File: src/rtl/mem_copy_dma_if.sv
// Data-memory port between the copy engine (master) and the memory (slave).
interface mem_copy_dma_if;
  localparam int unsigned DATA_W = 32;

  logic              rd;
  logic              wr;
  logic [DATA_W-1:0] addr;
  logic [DATA_W-1:0] wdata;
  logic [DATA_W-1:0] rdata;

  modport master (output rd, output wr, output addr, output wdata, input rdata);
  modport slave  (input rd, input wr, input addr, input wdata, output rdata);
endinterface

File: src/rtl/mem_copy_dma.sv
// Word-copy engine: copies len words from src to dst, one READ/WRITE pair per word.
// Optional running checksum of read words via MEM_COPY_CHECKSUM_EN. reset_i is async active-low.
module mem_copy_dma #(
  parameter int unsigned LEN_W = 16
) (
  input  logic              clk_i,
  input  logic              reset_i,
  input  logic              start_i,
  input  logic [31:0]       src_addr_i,
  input  logic [31:0]       dst_addr_i,
  input  logic [LEN_W-1:0]  len_i,
  output logic              busy_o,
  output logic              done_o,
  output logic              err_o,
  mem_copy_dma_if.master    mem
`ifdef MEM_COPY_CHECKSUM_EN
  ,
  output logic [31:0]       checksum_o
`endif
);

  localparam int unsigned ADDR_W = 32;
  localparam int unsigned DATA_W = 32;

  typedef enum logic [1:0] {
    IDLE  = 2'd0,
    READ  = 2'd1,
    WRITE = 2'd2,
    DONE  = 2'd3
  } state_e;

  state_e              state_q, state_d;
  logic [ADDR_W-1:0]   src_q, src_d;
  logic [ADDR_W-1:0]   dst_q, dst_d;
  logic [LEN_W-1:0]    cnt_q, cnt_d;
  logic [DATA_W-1:0]   buf_q, buf_d;

  logic                busy_q, busy_d;
  logic                done_q, done_d;
  logic                err_q, err_d;
  logic                rd_q, rd_d;
  logic                wr_q, wr_d;
  logic [ADDR_W-1:0]   addr_q, addr_d;
  logic [DATA_W-1:0]   wdata_q, wdata_d;
`ifdef MEM_COPY_CHECKSUM_EN
  logic [DATA_W-1:0]   csum_q, csum_d;
`endif

  logic                misaligned;
  assign misaligned = (src_addr_i[1:0] != 2'b00) || (dst_addr_i[1:0] != 2'b00);

  // State, datapath and registered port outputs.
  always_ff @(posedge clk_i or negedge reset_i) begin
    if (!reset_i) begin
      state_q <= IDLE;
      src_q   <= '0;
      dst_q   <= '0;
      cnt_q   <= '0;
      buf_q   <= '0;
      busy_q  <= 1'b0;
      done_q  <= 1'b0;
      err_q   <= 1'b0;
      rd_q    <= 1'b0;
      wr_q    <= 1'b0;
      addr_q  <= '0;
      wdata_q <= '0;
`ifdef MEM_COPY_CHECKSUM_EN
      csum_q  <= '0;
`endif
    end else begin
      state_q <= state_d;
      src_q   <= src_d;
      dst_q   <= dst_d;
      cnt_q   <= cnt_d;
      buf_q   <= buf_d;
      busy_q  <= busy_d;
      done_q  <= done_d;
      err_q   <= err_d;
      rd_q    <= rd_d;
      wr_q    <= wr_d;
      addr_q  <= addr_d;
      wdata_q <= wdata_d;
`ifdef MEM_COPY_CHECKSUM_EN
      csum_q  <= csum_d;
`endif
    end
  end

  // Next state; port outputs are decoded from the next state so they are registered.
  always_comb begin
    state_d = state_q;
    src_d   = src_q;
    dst_d   = dst_q;
    cnt_d   = cnt_q;
    buf_d   = buf_q;
    err_d   = 1'b0;
`ifdef MEM_COPY_CHECKSUM_EN
    csum_d  = csum_q;
`endif

    unique case (state_q)
      IDLE: begin
        if (start_i) begin
          if (misaligned) begin
            err_d = 1'b1;
          end else begin
`ifdef MEM_COPY_CHECKSUM_EN
            csum_d = '0;
`endif
            if (len_i == '0) begin
              state_d = DONE;
            end else begin
              src_d   = src_addr_i;
              dst_d   = dst_addr_i;
              cnt_d   = len_i;
              state_d = READ;
            end
          end
        end
      end
      READ: begin
        buf_d   = mem.rdata;
`ifdef MEM_COPY_CHECKSUM_EN
        csum_d  = csum_q + mem.rdata;
`endif
        state_d = WRITE;
      end
      WRITE: begin
        src_d   = src_q + ADDR_W'(4);
        dst_d   = dst_q + ADDR_W'(4);
        cnt_d   = cnt_q - LEN_W'(1);
        state_d = (cnt_q == LEN_W'(1)) ? DONE : READ;
      end
      DONE: begin
        state_d = IDLE;
      end
      default: begin
        state_d = IDLE;
      end
    endcase

    rd_d    = (state_d == READ);
    wr_d    = (state_d == WRITE);
    busy_d  = rd_d || wr_d;
    done_d  = (state_d == DONE);
    addr_d  = rd_d ? src_d : (wr_d ? dst_d : '0);
    wdata_d = wr_d ? buf_d : '0;
  end

  assign busy_o    = busy_q;
  assign done_o    = done_q;
  assign err_o     = err_q;
  assign mem.rd    = rd_q;
  assign mem.wr    = wr_q;
  assign mem.addr  = addr_q;
  assign mem.wdata = wdata_q;
`ifdef MEM_COPY_CHECKSUM_EN
  assign checksum_o = csum_q;
`endif

endmodule

File: src/flat_wrapper.sv
// flat-port wrapper written by rule: the top's interface ports become plain ports
module mem_copy_dma_flat 
#(
  parameter int unsigned LEN_W = 16
)
  (clk_i, reset_i, start_i, src_addr_i, dst_addr_i, len_i, busy_o, done_o, err_o, mem_rd, mem_wr, mem_addr, mem_wdata, mem_rdata);
  mem_copy_dma_if mem_i ();
  input  logic clk_i;
  input  logic reset_i;
  input  logic start_i;
  input  logic [31:0] src_addr_i;
  input  logic [31:0] dst_addr_i;
  input  logic [LEN_W-1:0] len_i;
  output logic busy_o;
  output logic done_o;
  output logic err_o;
  output wire logic [$bits(mem_i.rd)-1:0] mem_rd;
  output wire logic [$bits(mem_i.wr)-1:0] mem_wr;
  output wire logic [$bits(mem_i.addr)-1:0] mem_addr;
  output wire logic [$bits(mem_i.wdata)-1:0] mem_wdata;
  input wire logic [$bits(mem_i.rdata)-1:0] mem_rdata;
  assign mem_rd = mem_i.rd;
  assign mem_wr = mem_i.wr;
  assign mem_addr = mem_i.addr;
  assign mem_wdata = mem_i.wdata;
  assign mem_i.rdata = mem_rdata;
  mem_copy_dma #(.LEN_W(LEN_W)) u_core (.clk_i(clk_i), .reset_i(reset_i), .start_i(start_i), .src_addr_i(src_addr_i), .dst_addr_i(dst_addr_i), .len_i(len_i), .busy_o(busy_o), .done_o(done_o), .err_o(err_o), .mem(mem_i));
endmodule
File: config.mk
export PLATFORM = sky130hd
export DESIGN_NAME = mem_copy_dma_flat
export DESIGN_NICKNAME = d
export VERILOG_FILES = /design/src/rtl/mem_copy_dma_if.sv /design/src/rtl/mem_copy_dma.sv /design/src/flat_wrapper.sv
export SDC_FILE = /design/constraint.sdc
export NUM_CORES = 1
export LEC_CHECK = 0
export CORE_MARGIN = 3
export CORE_UTILIZATION = 46
export DETAILED_ROUTE_END_ITERATION = 8
export PLACE_DENSITY_LB_ADDON = 0.15
export SETUP_SLACK_MARGIN = 0.05
export SLEW_MARGIN = 20
export SYNTH_ARGS = -nofsm -noshare
export SYNTH_HDL_FRONTEND = slang
export SYNTH_SLANG_ARGS = --single-unit
File: constraint.sdc
create_clock -name clk_i -period 2.6 [get_ports clk_i]
set_input_delay 0.65 -clock clk_i [delete_from_list [all_inputs] [get_ports clk_i]]
set_output_delay 0.65 -clock clk_i [all_outputs]
set_load 0.005 [all_outputs]
# [Word level (Yosys, flattened, before mapping)]
# Index checks and enable logic that the tools add are counted.
[word_totals] inputBits=115 register_bits=183 output_inout_bits=69
[classes] muxes=24 reduce_logical=8 n_eq_ne=10 addsub=3
[op_table] operator="$mux W32" n=10
[op_table] operator="$pmux W32 S2" n=2
[op_table] operator="$add A32 B3 Y32 const B" n=2
[op_table] operator="$mux W16" n=3
[op_table] operator="$pmux W16 S2" n=1
[op_table] operator="$eq A16 B1 Y1 const B" n=1
[op_table] operator="$logic_not A16 Y1" n=1
[op_table] operator="$sub A16 B1 Y16 const B" n=1
[op_table] operator="$eq A2 B2 Y1 const B" n=4
[op_table] operator="$mux W2" n=4
[op_table] operator="$pmux W2 S4" n=1
[op_table] operator="$ne A2 B2 Y1 const B" n=3
[op_table] operator="$reduce_bool A2 Y1" n=3
[op_table] operator="$eq A2 B1 Y1 const B" n=2
[op_table] operator="$reduce_and A4 Y1" n=1
[op_table] operator="$mux W1" n=3
[op_table] operator="$logic_not A2 Y1" n=1
[op_table] operator="$logic_or A1 B1 Y1" n=2

# [Depth between registers and ports, before layout]
[depth] word_depth=8 mapped_depth=13 depth_no_buf=10

# [Worst setup path before layout]
# No wires, ideal clock.
[synth_timing] path_kind="input port to flip-flop" startpoint="input src_addr_i[0]" endpoint="register u_core.addr_q[31] (netlist: u_core.mem.addr[31])" setup_slack_ps=-241 t_arrival_ps=2763 required_ps=2522 path_stages=12 cell_sequence="or4_1 -> nor2_1 -> a21oi_1 -> nor2_1 -> a31o_2 -> inv_1 -> ha_1 -> clkbuf_1 -> nor2b_1 -> clkbuf_1 -> o21ai_0 -> o2bb2ai_1"
[synth_via] word_cells_on_any_way=15 classes_between="eq/ne: 2; mux: 11; reduce/logical: 2"
[synth_rtl] element="start, declared" line="flat_wrapper.sv:11" rtl="input logic [31:0] src_addr_i;"
[synth_rtl] element="$reduce_bool A2 Y1" line="mem_copy_dma.sv:50" rtl="assign misaligned = (src_addr_i[1:0] != 2'b00) || (dst_addr_i[1:0] != 2'b00);"
[synth_rtl] element="$logic_or A1 B1 Y1" line="mem_copy_dma.sv:50"
[synth_rtl] element="$mux W2" line="mem_copy_dma.sv:104" rtl="if (misaligned) begin"
[synth_rtl] element="$mux W2" line="mem_copy_dma.sv:103" rtl="if (start_i) begin"
[synth_rtl] element="$pmux W2 S4" line="mem_copy_dma.sv:101" rtl="unique case (state_q)"
[synth_rtl] element="named net u_core.state_d[1]" line="mem_copy_dma.sv:32" rtl="state_e state_q, state_d;"
[synth_rtl] element="$eq A2 B1 Y1" line="mem_copy_dma.sv:142" rtl="rd_d = (state_d == READ);"
[synth_rtl] element="named net u_core.rd_d" line="mem_copy_dma.sv:41" rtl="logic rd_q, rd_d;"
[synth_rtl] element="$mux W32" line="mem_copy_dma.sv:146" rtl="addr_d = rd_d ? src_d : (wr_d ? dst_d : '0);"
[synth_rtl] element="named net u_core.addr_d[31]" line="mem_copy_dma.sv:43" rtl="logic [ADDR_W-1:0] addr_q, addr_d;"
[synth_rtl] element="end signal, assigned" line="mem_copy_dma.sv:81" rtl="addr_q <= addr_d;"
[synth_rtl] element="end, declared" line="mem_copy_dma.sv:43"
# The timed path passes the listed nets, and every way through them passes these cells.
# A chain may end at the register's enable or synchronous reset.

# [Final worst setup path]
[layout_timing] startpoint="input len_i[2]" endpoint="register u_core.addr_q[14] (netlist: u_core.mem.addr[14])"
[layout_via] word_cells_on_any_way=17 classes_between="eq/ne: 2; mux: 14; reduce/logical: 1"
[layout_rtl] element="start, declared" line="flat_wrapper.sv:13" rtl="input logic [LEN_W-1:0] len_i;"
[layout_rtl] element="$logic_not A16 Y1" line="mem_copy_dma.sv:110" rtl="if (len_i == '0) begin"
[layout_rtl] element="$mux W2" line="mem_copy_dma.sv:110"
[layout_rtl] element="$mux W2" line="mem_copy_dma.sv:104"
[layout_rtl] element="$mux W2" line="mem_copy_dma.sv:103"
[layout_rtl] element="$pmux W2 S4" line="mem_copy_dma.sv:101"
[layout_rtl] element="named net u_core.state_d[1]" line="mem_copy_dma.sv:32"
[layout_rtl] element="$eq A2 B1 Y1" line="mem_copy_dma.sv:142"
[layout_rtl] element="named net u_core.rd_d" line="mem_copy_dma.sv:41"
[layout_rtl] element="$mux W32" line="mem_copy_dma.sv:146"
[layout_rtl] element="named net u_core.addr_d[14]" line="mem_copy_dma.sv:43"
# The timed path passes the listed nets, and every way through them passes these cells.

==> run_results.csv <==
group,metric,value,unit
outcome,violations,"setup timing",
synthesis,yosysSeqAreaShare,53.6,%
timing,fin_crit,2.60,ns
timing,finalSetupViolCount,1,
setup_path,cp-startpoint,"len_i[2]",
power,leakage,0.00508,uW
routing,drtIter0Drc,708,
timing,drv_slew,0,
synthesis,synth_cells,810,
grt,overflow,0,
grt,first_global_vias,7612,
synthesis,synth_top_area_cell,"dfrtp_1",
timing,finalSetupTns,-0.00345,ns
timing,fin_crit_sh,100,%
setup_path,cp_cell_sequence,"clkdlybuf4s50_1 -> nor4_2 -> and4_1 -> a21oi_1 -> nor2_1 -> a31o_2 -> inv_1 -> ha_4 -> nor2b_4 -> buf_6 -> buf_6 -> a32o_1",
timing,fmax,384,MHz
grt,grt.total_usage,26.0,%
clock_network,clkTransAtPathRegs,0.07,ns
clock_network,cts.sinks,183,
power,ir_drop,0.000449,V
setup_path,worst-path-buf-inv,4,
setup_path,cp_top_family,"simple AND/OR/NAND/NOR gates",
synthesis,synthDistinctLibCells,72,
grt,grt_pass1_wl,40900,um
synthesis,synth_warnings,0,
clock_network,cts_root_buf,"clkbuf_16",
synthesis,synth_area_leaders,"dfrtp_1 (54%), mux2_2 (4.2%), and2_1 (3.1%)",
floorplan,floorplan.die.width,142,um
job,drv_cap,0,
timing,fin_ws,-0.00345,ns
layout,final_cell_area,12100,um^2
place,dpl-instance-area,11300,um^2
routing,viasPerCell,5.85,
setup_path,r2r_start,"u_core.cnt_q[6]",
clock_network,cts_made_buffers,17,
clock_network,cts_max_path_buffers,2,
clock_network,clk_latency,0.43,ns
clock_network,cts_tree,"done",
timing,tightest_slew,0.637,ns
floorplan,io_pins,184,
routing,firstDrtPassIters,6,
timing,slew-limit-headroom,57.2,%
layout,finalNetCount,1200,
layout,syn_to_final_growth,41.6,%
setup_path,critical_path.max_fanout,6,
timing,finClkSkew,0.00743,ns
setup_path,r2r_slack,0.19,ns
setup_path,critical_path_arrival,2.97,ns
setup_path,cp_common_cell,"buf_6",
setup_path,end_kind,"register",
clock_network,hold_buffers,0,
synthesis,synthesis.nets,932,
synthesis,ys_top_cells_by_count,"dfrtp_1 (183), nand2_1 (62), nor2_1 (47), nand3_1 (46), and2_1 (42)",
synthesis,yosysTopAreaCellShare,53.6,%
setup_path,critPathKind,"input pin to register",
routing,dr_total_vias,7718,
routing,remaining_drc_errors,0,
setup_path,slowest_stage,"clkdlybuf4s50_1",
power,power,6330,uW
grt,grt_max_degree,60,
setup_path,cp_slowest_stage_delay,0.45,ns
outcome,status,"finished, violations left",
floorplan,rows,49,
power,power_density,524,nW/um^2
timing,hold_violations,0,
grt,antenna_found_initial,0,
layout,layout-drive-gt1-share,19.7,%
layout,antenna_cells,0,
floorplan,coreArea,18100,um^2
synthesis,async_flop_share,100,%
setup_path,cp.required,2.97,ns
clock_network,cts_htree_levels,4,
floorplan,die_area,20200,um^2
min_path,hold_class,"input pin to asynchronous set/reset pin",
synthesis,ys_ff_latch,183,
place,detailed_place_hpwl,19000,um
synthesis,avgSynthCellArea,10.5,um^2
place,io_buffers,183,
floorplan,die_y,142,um
synthesis,synthesis.area,8540,um^2
place,gp_congestion,0.932,
routing,wl_per_cell,20.1,um
routing,totalWireLength,26500,um
synthesis,synth.most_common_cell,"dfrtp_1",
routing,ant_nets,0,
setup_path,start_kind,"input pin",
synthesis,synth_flop_cell,"dfrtp_1",
floorplan,start_util,47.2,%
synthesis,synth_enable_flop_cells,0,
timing,rsz0062_at_grt,"true",
## cell type report
| cell class | count | area [um^2] |
|---|---|---|
| Inverter | 20 | 75.1 |
| Clock buffer | 18 | 429 |
| Fill cell | 1494 | 5990 |
| Timing Repair Buffer | 293 | 2770 |
| Multi-Input combinational cell | 563 | 3810 |
| Sequential cell | 183 | 4580 |
| Tap cell | 229 | 287 |
| Clock inverter | 14 | 136 |
## layout by cell type (no fill, tap or decap), types with 21 or more instances in the layout
master,synthesis,final
a21oi_1,41,40
a22o_1,29,29
and2_1,42,42
buf_4,0,99
clkdlybuf4s50_1,0,176
dfrtp_1,183,183
mux2_2,32,32
nand2_1,62,61
nand3_1,46,46
nand4_1,21,21
nor2_1,47,43
nor3_1,27,25
o21ai_0,24,23
## layer usage
| layer | share of wire (%) | vias up | track usage (%) | routed length [um] |
|---|---|---|---|---|
| li1 | - | 3547 | - | - |
| met1 | 43 | 3719 | 36.4 | 11400 |
| met2 | 46 | 402 | 39.8 | 12200 |
| met3 | 8.4 | 50 | 5.88 | 2220 |
| met4 | 2.6 | 0 | 9.95 | 701 |
| met5 | 0 | - | 0.239 | 0 |
## power by group
part	switching (uW)	internal, uW	total [uW]
Combinational	306	445	751
Sequential	109	3000	3110
Clock	1210	1270	2470
Total	1620	4710	6330
## final timing paths
path / end / cells past startpoint
max: u_core.mem.addr[14] / 12
min: u_core.buf_q[27] / 1
max reg2reg: u_core.mem.addr[14] / 10
min reg2reg: u_core.src_q[0] / 1
max in group asynchronous: u_core.dst_q[29] / 2
min in group clk_i: u_core.src_q[0] / 1
## repair_timing
action | CTS | global route
cloned | 2 | 1
resized for setup | 10 | 24
buffers inserted | 3 | 2
pin swaps | 1 | 8
endpoints found under the setup margin | 34 | 38
## worst reg2reg max path, stage by stage, from the launching register on
cell and delay (ns):
dfrtp_1 0.39, or3_1 0.47, nor4_1 0.28, buf_4 0.17
a31o_2 0.18, inv_1 0.08, ha_4 0.18, nor2b_4 0.12
buf_6 0.17, buf_6 0.14, a32o_1 0.17
## sequential cells by signal, indices dropped and copies added (netlist names)
register / cells
u_core.buf_q: 32
u_core.busy_o: 1
u_core.cnt_q: 16
u_core.done_o: 1
u_core.dst_q: 32
u_core.err_o: 1
u_core.mem.addr: 32
u_core.mem.rd: 1
u_core.mem.wdata: 32
u_core.mem.wr: 1
u_core.src_q: 32
u_core.state_q: 2
## per-stage QoR
stage          utilization, %  hold slack (ns)  instances  setup slack (ns)
2_1_floorplan               -            0.354        810            0.0532
3_3_place_gp             62.6            0.470       1280            -0.601
4_1_cts                  66.1            0.111       1317            0.0530
5_1_grt                  66.9            0.130       1320           -0.0668
3_5_place_dp             62.6            0.474       1280            -0.642
6_report                 66.9            0.115       1320          -0.00345
## cells by family after synthesis
kind of cell / Yosys count / share of synthesized area (%)
muxes: 36 / 4.69
buffers and inverters: 64 / 3.05
and+or+nand+nor: 325 / 21.1
AOI/OAI and AO/OA: 191 / 16.2
adders and majority gates: 7 / 1.03
xor gates and xnor gates: 4 / 0.410
DFF: 183 / 53.6
Power figures use the tool's default switching activity.
